--- config.mk ---
export PLATFORM = sky130hd
export DESIGN_NAME = if_stage_buf
export DESIGN_NICKNAME = d
export VERILOG_FILES = /design/src/rtl/if_buf_pkg.sv /design/src/rtl/if_buf_outstanding.sv /design/src/rtl/if_stage_buf.sv
export SDC_FILE = /design/constraint.sdc
export NUM_CORES = 1
export LEC_CHECK = 0
export CORE_ASPECT_RATIO = 0.9
export CORE_MARGIN = 1
export CORE_UTILIZATION = 55
export CTS_BUF_LIST = sky130_fd_sc_hd__clkbuf_4 sky130_fd_sc_hd__clkbuf_8
export CTS_CLUSTER_DIAMETER = 80
export CTS_CLUSTER_SIZE = 16
export DETAILED_ROUTE_END_ITERATION = 8
export GPL_TIMING_DRIVEN = 0
export PLACE_DENSITY = 0.88
export SLEW_MARGIN = 15
export SYNTH_ARGS = -nofsm -noshare
export SYNTH_HDL_FRONTEND = slang
export SYNTH_HIERARCHICAL = 1
export SYNTH_SLANG_ARGS = --single-unit
--- constraint.sdc ---
create_clock -name clk_i -period 3.7 [get_ports clk_i]
set_input_delay 0.555 -clock clk_i [delete_from_list [all_inputs] [get_ports clk_i]]
set_output_delay 0.555 -clock clk_i [all_outputs]
set_load 0.005 [all_outputs]
--- src/rtl/if_buf_pkg.sv ---
// Shared types and sizing helpers for the IF-stage instruction buffer.
// IF_BUF_ERR_EN adds a per-entry bus-error flag to the entry layout.
package if_buf_pkg;

  localparam int unsigned IF_BUF_MAX_OUT_W = 4;
  localparam int unsigned IF_BUF_DATA_W    = 32;

  // Canonical entry layout at the default word width; the top mirrors it at DATA_W.
  typedef struct packed {
    logic [IF_BUF_DATA_W-1:0] data;
`ifdef IF_BUF_ERR_EN
    logic                     err;
`endif
  } if_buf_entry_t;

  function automatic int unsigned if_buf_ptr_w(input int unsigned depth);
    return (depth > 1) ? $clog2(depth) : 1;
  endfunction

  function automatic int unsigned if_buf_cnt_w(input int unsigned depth);
    return $clog2(depth + 1);
  endfunction

endpackage

--- src/rtl/if_buf_outstanding.sv ---
// Outstanding-request and post-flush discard counters, plus request credit.
module if_buf_outstanding
  import if_buf_pkg::*;
#(
  parameter int unsigned DEPTH   = 4,
  parameter int unsigned MAX_OUT = 4,
  parameter int unsigned CNT_W   = 3
) (
  input  logic             clk_i,
  input  logic             rst_i,
  input  logic             flush_i,
  input  logic             gnt_i,
  input  logic             rvalid_i,
  input  logic [CNT_W-1:0] count_i,
  output logic             credit_o,
  output logic             discarding_o
);

  localparam int unsigned SUM_W = IF_BUF_MAX_OUT_W + CNT_W;

  logic [IF_BUF_MAX_OUT_W-1:0] outstanding_q, outstanding_d;
  logic [IF_BUF_MAX_OUT_W-1:0] discard_q, discard_d;
  logic [SUM_W-1:0]            occupancy;

  always_comb begin
    outstanding_d = outstanding_q;
    if (gnt_i && !rvalid_i) begin
      outstanding_d = outstanding_q + IF_BUF_MAX_OUT_W'(1);
    end else if (!gnt_i && rvalid_i) begin
      outstanding_d = outstanding_q - IF_BUF_MAX_OUT_W'(1);
    end

    // A grant in the flush cycle belongs to the new stream, so only the old
    // outstanding count (less any response arriving now) is discarded.
    discard_d = discard_q;
    if (flush_i) begin
      discard_d = (rvalid_i && outstanding_q != '0) ?
                  outstanding_q - IF_BUF_MAX_OUT_W'(1) : outstanding_q;
    end else if (rvalid_i && discard_q != '0) begin
      discard_d = discard_q - IF_BUF_MAX_OUT_W'(1);
    end
  end

  always_ff @(posedge clk_i or posedge rst_i) begin
    if (rst_i) begin
      outstanding_q <= '0;
      discard_q     <= '0;
    end else begin
      outstanding_q <= outstanding_d;
      discard_q     <= discard_d;
    end
  end

  assign occupancy    = SUM_W'(outstanding_q) + SUM_W'(count_i);
  assign credit_o     = (occupancy < SUM_W'(DEPTH)) &&
                        (outstanding_q < IF_BUF_MAX_OUT_W'(MAX_OUT));
  assign discarding_o = discard_q != '0;

endmodule

--- src/rtl/if_stage_buf.sv ---
// IF-stage instruction capture buffer: memory responses in, fetch words out.
// Define IF_BUF_ERR_EN to store mem_err_i per entry and drive fetch_err_o.
module if_stage_buf
  import if_buf_pkg::*;
#(
  parameter int unsigned DATA_W  = 32,
  parameter int unsigned DEPTH   = 4,
  parameter int unsigned MAX_OUT = 4
) (
  input  logic                            clk_i,
  input  logic                            rst_i,
  input  logic                            flush_i,
  input  logic                            mem_gnt_i,
  input  logic                            mem_rvalid_i,
  input  logic [DATA_W-1:0]               mem_rdata_i,
  input  logic                            mem_err_i,
  output logic                            credit_o,
  output logic                            fetch_valid_o,
  output logic [DATA_W-1:0]               fetch_rdata_o,
  output logic                            fetch_err_o,
  input  logic                            fetch_ready_i,
  output logic [if_buf_cnt_w(DEPTH)-1:0]  count_o
);

  localparam int unsigned PTR_W = if_buf_ptr_w(DEPTH);
  localparam int unsigned CNT_W = if_buf_cnt_w(DEPTH);

  typedef struct packed {
    logic [DATA_W-1:0] data;
`ifdef IF_BUF_ERR_EN
    logic              err;
`endif
  } entry_t;

  logic [PTR_W-1:0] rd_ptr_q, rd_ptr_d, wr_ptr_q, wr_ptr_d;
  logic [CNT_W-1:0] count_q, count_d;
  entry_t           mem_q [DEPTH];
  entry_t           wr_entry, head;
  logic             discarding, push_req, push, pop, full;

  assign full          = count_q == CNT_W'(DEPTH);
  assign fetch_valid_o = count_q != '0;
  assign pop           = fetch_valid_o && fetch_ready_i && !flush_i;
  assign push_req      = mem_rvalid_i && !discarding && !flush_i;
  assign push          = push_req && (!full || pop);

  always_comb begin
    wr_entry      = '0;
    wr_entry.data = mem_rdata_i;
`ifdef IF_BUF_ERR_EN
    wr_entry.err  = mem_err_i;
`endif
  end

  always_comb begin
    rd_ptr_d = rd_ptr_q;
    wr_ptr_d = wr_ptr_q;
    count_d  = count_q;
    if (flush_i) begin
      rd_ptr_d = '0;
      wr_ptr_d = '0;
      count_d  = '0;
    end else begin
      if (push) wr_ptr_d = wr_ptr_q + PTR_W'(1);
      if (pop)  rd_ptr_d = rd_ptr_q + PTR_W'(1);
      count_d = count_q + CNT_W'(push) - CNT_W'(pop);
    end
  end

  always_ff @(posedge clk_i or posedge rst_i) begin
    if (rst_i) begin
      rd_ptr_q <= '0;
      wr_ptr_q <= '0;
      count_q  <= '0;
    end else begin
      rd_ptr_q <= rd_ptr_d;
      wr_ptr_q <= wr_ptr_d;
      count_q  <= count_d;
    end
  end

  always_ff @(posedge clk_i) begin
    if (push) mem_q[wr_ptr_q] <= wr_entry;
  end

  // Head is gated by valid so stale storage never leaks out after reset/flush.
  assign head          = mem_q[rd_ptr_q];
  assign fetch_rdata_o = fetch_valid_o ? head.data : '0;
`ifdef IF_BUF_ERR_EN
  assign fetch_err_o   = fetch_valid_o && head.err;
`else
  logic unused_err;
  assign unused_err    = mem_err_i;
  assign fetch_err_o   = 1'b0;
`endif
  assign count_o       = count_q;

  if_buf_outstanding #(
    .DEPTH   (DEPTH),
    .MAX_OUT (MAX_OUT),
    .CNT_W   (CNT_W)
  ) u_outstanding (
    .clk_i        (clk_i),
    .rst_i        (rst_i),
    .flush_i      (flush_i),
    .gnt_i        (mem_gnt_i),
    .rvalid_i     (mem_rvalid_i),
    .count_i      (count_q),
    .credit_o     (credit_o),
    .discarding_o (discarding)
  );

`ifndef SYNTHESIS
  overflow_chk: assert property (@(posedge clk_i) disable iff (rst_i)
    !(push_req && full && !pop))
    else $error("if_stage_buf: response dropped, buffer full without pop");
`endif

endmodule

Word level (Yosys, flattened, before mapping)
Memories as Yosys holds them, arrays and structs flattened. Index checks and enable logic that the tools add are counted.

Equal/unequal tests: 1. Order comparisons: 2. Add/sub/neg operators: 8. Reduce and logical (&&, ||, !) cells: 23. Mux-type cells: 13.

Operators with widths (number): $mux 32 (1); $mux 4 (5); $logic_and 1x1->1 (10); $mux 2 (4); $reduce_bool 2->1 (4); $reduce_bool 4->1 (2); $sub 4x1->4 const B (2); $lt 7x3->1 const B (1); $add 4x3->5 (1); $logic_not 1->1 (5); $add 2x1->2 const B (2); $add 4x1->4 const B (1); $lt 4x3->1 const B (1); $add 3x1->3 (1); $eq 3x3->1 const B (1); $mux 3 (1); $reduce_bool 3->1 (1); $sub 3x1->3 (1); $mux 1 (2); $logic_or 1x1->1 (1).

Output and inout bits: 38. Input bits: 39. Register bits: 15. Memories: 1. RAM bits: 128. Word-level logic and storage cells: 53.

Memory list: mem_q (depth 4, width 32, rd ports 1, clocked after Yosys merged registers in 0, write ports 1, line if_stage_buf.sv:37) `entry_t mem_q [DEPTH];`.

Depth between registers and ports, before layout
Depth after elaboration: 8. Mapped depth: 12. Gate-level depth less buffers: 12.

Modules after synthesis
The synthesis kept the hierarchy.

Modules (own cells, without submodules): if_stage_buf (cells an instance 254, instances 1, sequential area each 4018.9 um^2, area each 5335.1 um^2); if_buf_outstanding (cells an instance 63, instances 1, sequential area each 200.2 um^2, area each 570.5 um^2).

Least setup slack after synthesis
Ideal clock, no wire load.

Kind: register -> register. From: register u_outstanding.discard_q[0]. To: memory mem_q[0][0] (netlist bit), enable pin. Data arrival time: 2409 ps. Stages on the path, launching flop included: 6. Path buffers: 0. Path slack: 899 ps. Data required time: 3308 ps. Clock period less this slack: 2801 ps. Cells stage by stage: dfrtp_1 -> inv_1 -> ha_1 -> or3b_2 -> nor4b_1 -> and2_1.

Cells in the longest elaborated chain, start to end: 7.

RTL lines: start, declared (line if_buf_outstanding.sv:22) `logic [IF_BUF_MAX_OUT_W-1:0] discard_q, discard_d;`; start signal, assigned (line if_buf_outstanding.sv:50) `discard_q <= discard_d;`; $reduce_bool 4->1 (line if_buf_outstanding.sv:57) `assign discarding_o = discard_q != '0;`; named net discarding (line if_stage_buf.sv:39) `logic discarding, push_req, push, pop, full;`; $logic_not 1->1 (line if_stage_buf.sv:44) `assign push_req = mem_rvalid_i && !discarding && !flush_i;`; $logic_and 1x1->1 (2 in series) (line if_stage_buf.sv:44); $logic_and 1x1->1 (line if_stage_buf.sv:45) `assign push = push_req && (!full || pop);`; $mux 1 (line if_stage_buf.sv:83) `if (push) mem_q[wr_ptr_q] <= wr_entry;`; $mux 1 (implied by the code) (line if_stage_buf.sv:83); end, declared (line if_stage_buf.sv:37).

The timed path passes the listed nets, and every way through them passes these cells.

Final worst setup path
From: register count_q[1] (netlist: count_o[1]). To: output fetch_rdata_o[22].

Cells in the longest elaborated chain, start to end: 2.

RTL lines: start, declared (line if_stage_buf.sv:36) `logic [CNT_W-1:0] count_q, count_d;`; start signal, assigned (line if_stage_buf.sv:78) `count_q <= count_d;`; $reduce_bool 3->1 (line if_stage_buf.sv:42) `assign fetch_valid_o = count_q != '0;`; $mux 32 (line if_stage_buf.sv:88) `assign fetch_rdata_o = fetch_valid_o ? head.data : '0;`; end, declared (line if_stage_buf.sv:19) `output logic [DATA_W-1:0] fetch_rdata_o,`.

Every way passes these cells.

==> summary.md <==
| Metric | Value |
|---|---|
| Run status | complete, but fails checks |
| Violated checks | DRC |
| Arrival @ worst endpoint | 2.61 ns |
| Initial antenna violation count | 0 |
| Count of cell types in the netlist | 35 |
| Routed wl met2 | 5230 um |
| CTS tree | done |
| Slowest-stage cell, CP | clkbuf_1 |
| Final period utilization | 85.6% |
| I/O pins | 77 |
| Gate power share | 27.7% |
| Period minus WS final | 3.17 ns |
| # hold bufs at CTS | 0 |
| Tightest Hold Check Type | input port to asynchronous set/reset pin |
| Max FO, Critical Path | 10 |
| Number of buffers added on ports | 74 |
| Ys flop type | edfxtp_1 |
| Synth Register Bits | 143 |
| Total track usage | 20.5% |
| Synth area leader | edfxtp_1 |
| Leak | 2.42 nW |
| Area Growth Syn to Fin | 22.9% |
| Detail Placement HPWL | 6740 um |
| WS Path Type | register to output pin |
| Largest net degree at the start of global routing | 28 |
| Critical path capture point type | output pin |
| Core region area | 0.0103 sq mm |
| Pre-CTS setup slack | 0.605 ns |
| DR WL met3 | 639 um |
| Postcts setup bufs | 0 |
| Worst-Margin Slew | 0.601 ns |
| Flop pwr share | 45.6% |
| Chip Width | 111 um |
| Total CTS buffers | 17 |
| Switch Pwr | 1.15 mW |
| Switching Fraction | 27.4% |
| FFs w/ async S/R, synth | 10.5% |
| Vias per cell | 5.67 |
| Most frequent cells in the layout | edfxtp_1 (128), clkdlybuf4s50_1 (74), nor2b_1 (33), mux4_2 (32), clkbuf_8 (17) |
| Clock Skew | 0.0139 ns |
| Total grt overflow | 0 |
| DRC Markers | 8 |
| Fmax | 0.316 GHz |
| Router iterations before antenna repair | 6 |
| Max Buffers Root-to-Sink | 2 |
| Clock power frac | 26.7% |
| Area occupied by multi-input gates | 0.00155 sq mm |
| Max_cap viols | 0 |
| Clock sinks | 143 |
| Initial core utilization | 57.1% |
| PD cells | 578 mW/mm^2 |
| Hold WS | 0.382 ns |
| Post-CTS Resized | 0 |
| Fillers | 661 |
| Largest cells by area after synthesis | edfxtp_1 (65%), mux4_2 (12%), dfrtp_1 (6.4%), nor2b_1 (3.5%), ha_1 (2.5%) |
| Clk slew on worst S/H paths | 0.08 ns |
| Final Instance Area | 0.00726 sq mm |
| Number of synthesized flops with an enable pin | 128 |
| Fin Setup TNS | 0 ns |
| Sequential-to-total area share from yosys stat | 71.4% |
| Ant. Diodes | 0 |
| Fin worst setup slack | 0.534 ns |
| Share of layout cells above drive strength 1 | 19.5% |
| Gpl congestion | 0.762 |
| Syn Std Cell Area | 0.00591 sq mm |
| Nets | 466 |
| Wire length on met1 | 4390 um |
| Max incr delay on CP | 0.53 ns |
| Synth Area per Inst | 18.6 sq um |
| Top Metal Used | met4 |
| First-pass GRT wire length | 16500 um |
| Root Buffer | clkbuf_8 |
| Synthesized instance count | 317 |
| Clock latency on the worst-skew pair | 0.44 ns |
| Dpl cell area | 0.00689 sq mm |
| Fin. Hold Viols | 0 |
| Routed WL | 10400 um |
| Max-slew headroom | 59.4% |
| Die Y | 100 um |
| Peak supply drop | 0.597 mV |
| Fin. max-slew vios | 0 |
| RSZ-0062 raised after global routing | no |
| CTS H-tree lvls | 4 |
| Syn Nets | 369 |
| Commonest non-fill, non-tap cell in the layout | edfxtp_1 |
| CP Launch Type | register |
| Routed Antenna Nets | 0 |
| DRT iter0 DRCs | 135 |
| Vias in the first global route | 3173 |
| Crit path required time | 3.14 ns |
| Design Power | 4.20 mW |
| YS warnings | 6 |
| Final Setup Violations | 0 |
| Die ar. | 0.0112 sq mm |
| Cell internal pwr | 3.04 mW |
| Row count | 35 |
| Drt wl/cell | 18.7 um |
| Register area | 0.00422 sq mm |
| Critical path, cell by cell | nor3_2 > clkbuf_1 > nor2b_1 > clkdlybuf4s50_1 |
| Vias | 3149 |
| Top cell type's share of synthesized area | 65.1% |
[synth_stat cells, types with 2 or more instances]
library cell / count
clkbuf_1: 5
xnor2_1: 4
nand3b_1: 3
nand2_1: 7
nor2_1: 9
edfxtp_1: 128
nor3_1: 3
and2_1: 4
nand2b_1: 3
mux2i_1: 4
inv_1: 13
buf_2: 5
ha_1: 12
nand4_1: 2
o21ai_0: 2
nor2b_1: 33
dfrtp_1: 15
xor2_1: 5
or3_1: 2
buf_6: 4
nor3b_1: 3
a211oi_1: 2
mux4_2: 32
a21oi_1: 6
[state kept, by name, summed over array words and instances, names as in the netlist]
register                     cells
count_o                          3
rd_ptr_q                         2
wr_ptr_q                         2
u_outstanding/discard_q          4
u_outstanding/outstanding_q      4
mem_q                          128
[metrics by stage]
step,utilization [%],cells
2_1_floorplan,-,317
3_3_place_gp,65.9,520
3_5_place_dp,66.7,524
4_1_cts,70.2,555
5_1_grt,70.2,555
6_report,70.2,555
[worst max-delay path, delay by kind of cell, from the launching register on]
family / cells / cell delay, ns
DFF: 1 / 0.50
and+or+nand+nor: 2 / 0.65
buffers and inverters: 2 / 1.01
[power groups by stage]
stage               sequential [mW]  combinational, mW  clock (mW)
finish                         1.91               1.16        1.12
global route                   1.92               1.28        1.21
CTS                            1.91               1.18        1.15
detailed placement             1.95               1.17           0
global placement               1.94               1.14           0
floorplan                      1.93              0.683           0
[layout make-up]
cell class / instances / area share, %
clock buffer: 19 / 3.43
clock inverter: 12 / 1.59
buffer: 15 / 1.33
timing repair buffer: 78 / 11.3
multi-input combinational: 146 / 21.3
inverter: 13 / 0.672
sequential: 143 / 58.1
tap: 129 / 2.22
[per-layer routing]
metal | global-route usage [%] | vias to the layer above
met5 | 0 | -
met1 | 25.3 | 1618
met4 | 8.52 | 0
met2 | 33.8 | 96
li1 | - | 1422
met3 | 6.82 | 13
[kinds of logic (layout without fill, tap and decap cells)]
group                      count (synthesis)  in the layout  synth area share [%]
buffers and inverters                     28            137                  2.46
other                                      1              1                0.0635
adders and majority gates                 13             13                  2.88
DFF                                      143            143                  71.4
xor gates and xnor gates                   9              9                  1.33
AOI/OAI and AO/OA                         12             12                  1.17
muxes                                     37             37                  13.1
and+or+nand+nor                           74             74                  7.58
[worst paths after layout]
kind / startpoint / to / slack (ns) / cells after the start
max reg2reg: u_outstanding/discard_q[0]$_DFFE_PP0P_ / count_o[2]$_DFF_PP0_ / 0.64 / 12
min: rst_i / count_o[2]$_DFF_PP0_ / 0.38 / 2
max: count_o[1]$_DFF_PP0_ / fetch_rdata_o[22] / 0.53 / 4
max in group asynchronous: rst_i / u_outstanding/discard_q[2]$_DFFE_PP0P_ / 3.07 / 2
min in group clk_i: u_outstanding/outstanding_q[3]$_DFFE_PP0P_ / u_outstanding/outstanding_q[3]$_DFFE_PP0P_ / 0.54 / 1
min reg2reg: u_outstanding/outstanding_q[3]$_DFFE_PP0P_ / u_outstanding/outstanding_q[3]$_DFFE_PP0P_ / 0.54 / 1
Note: power is estimated with default switching activity, not from simulation.
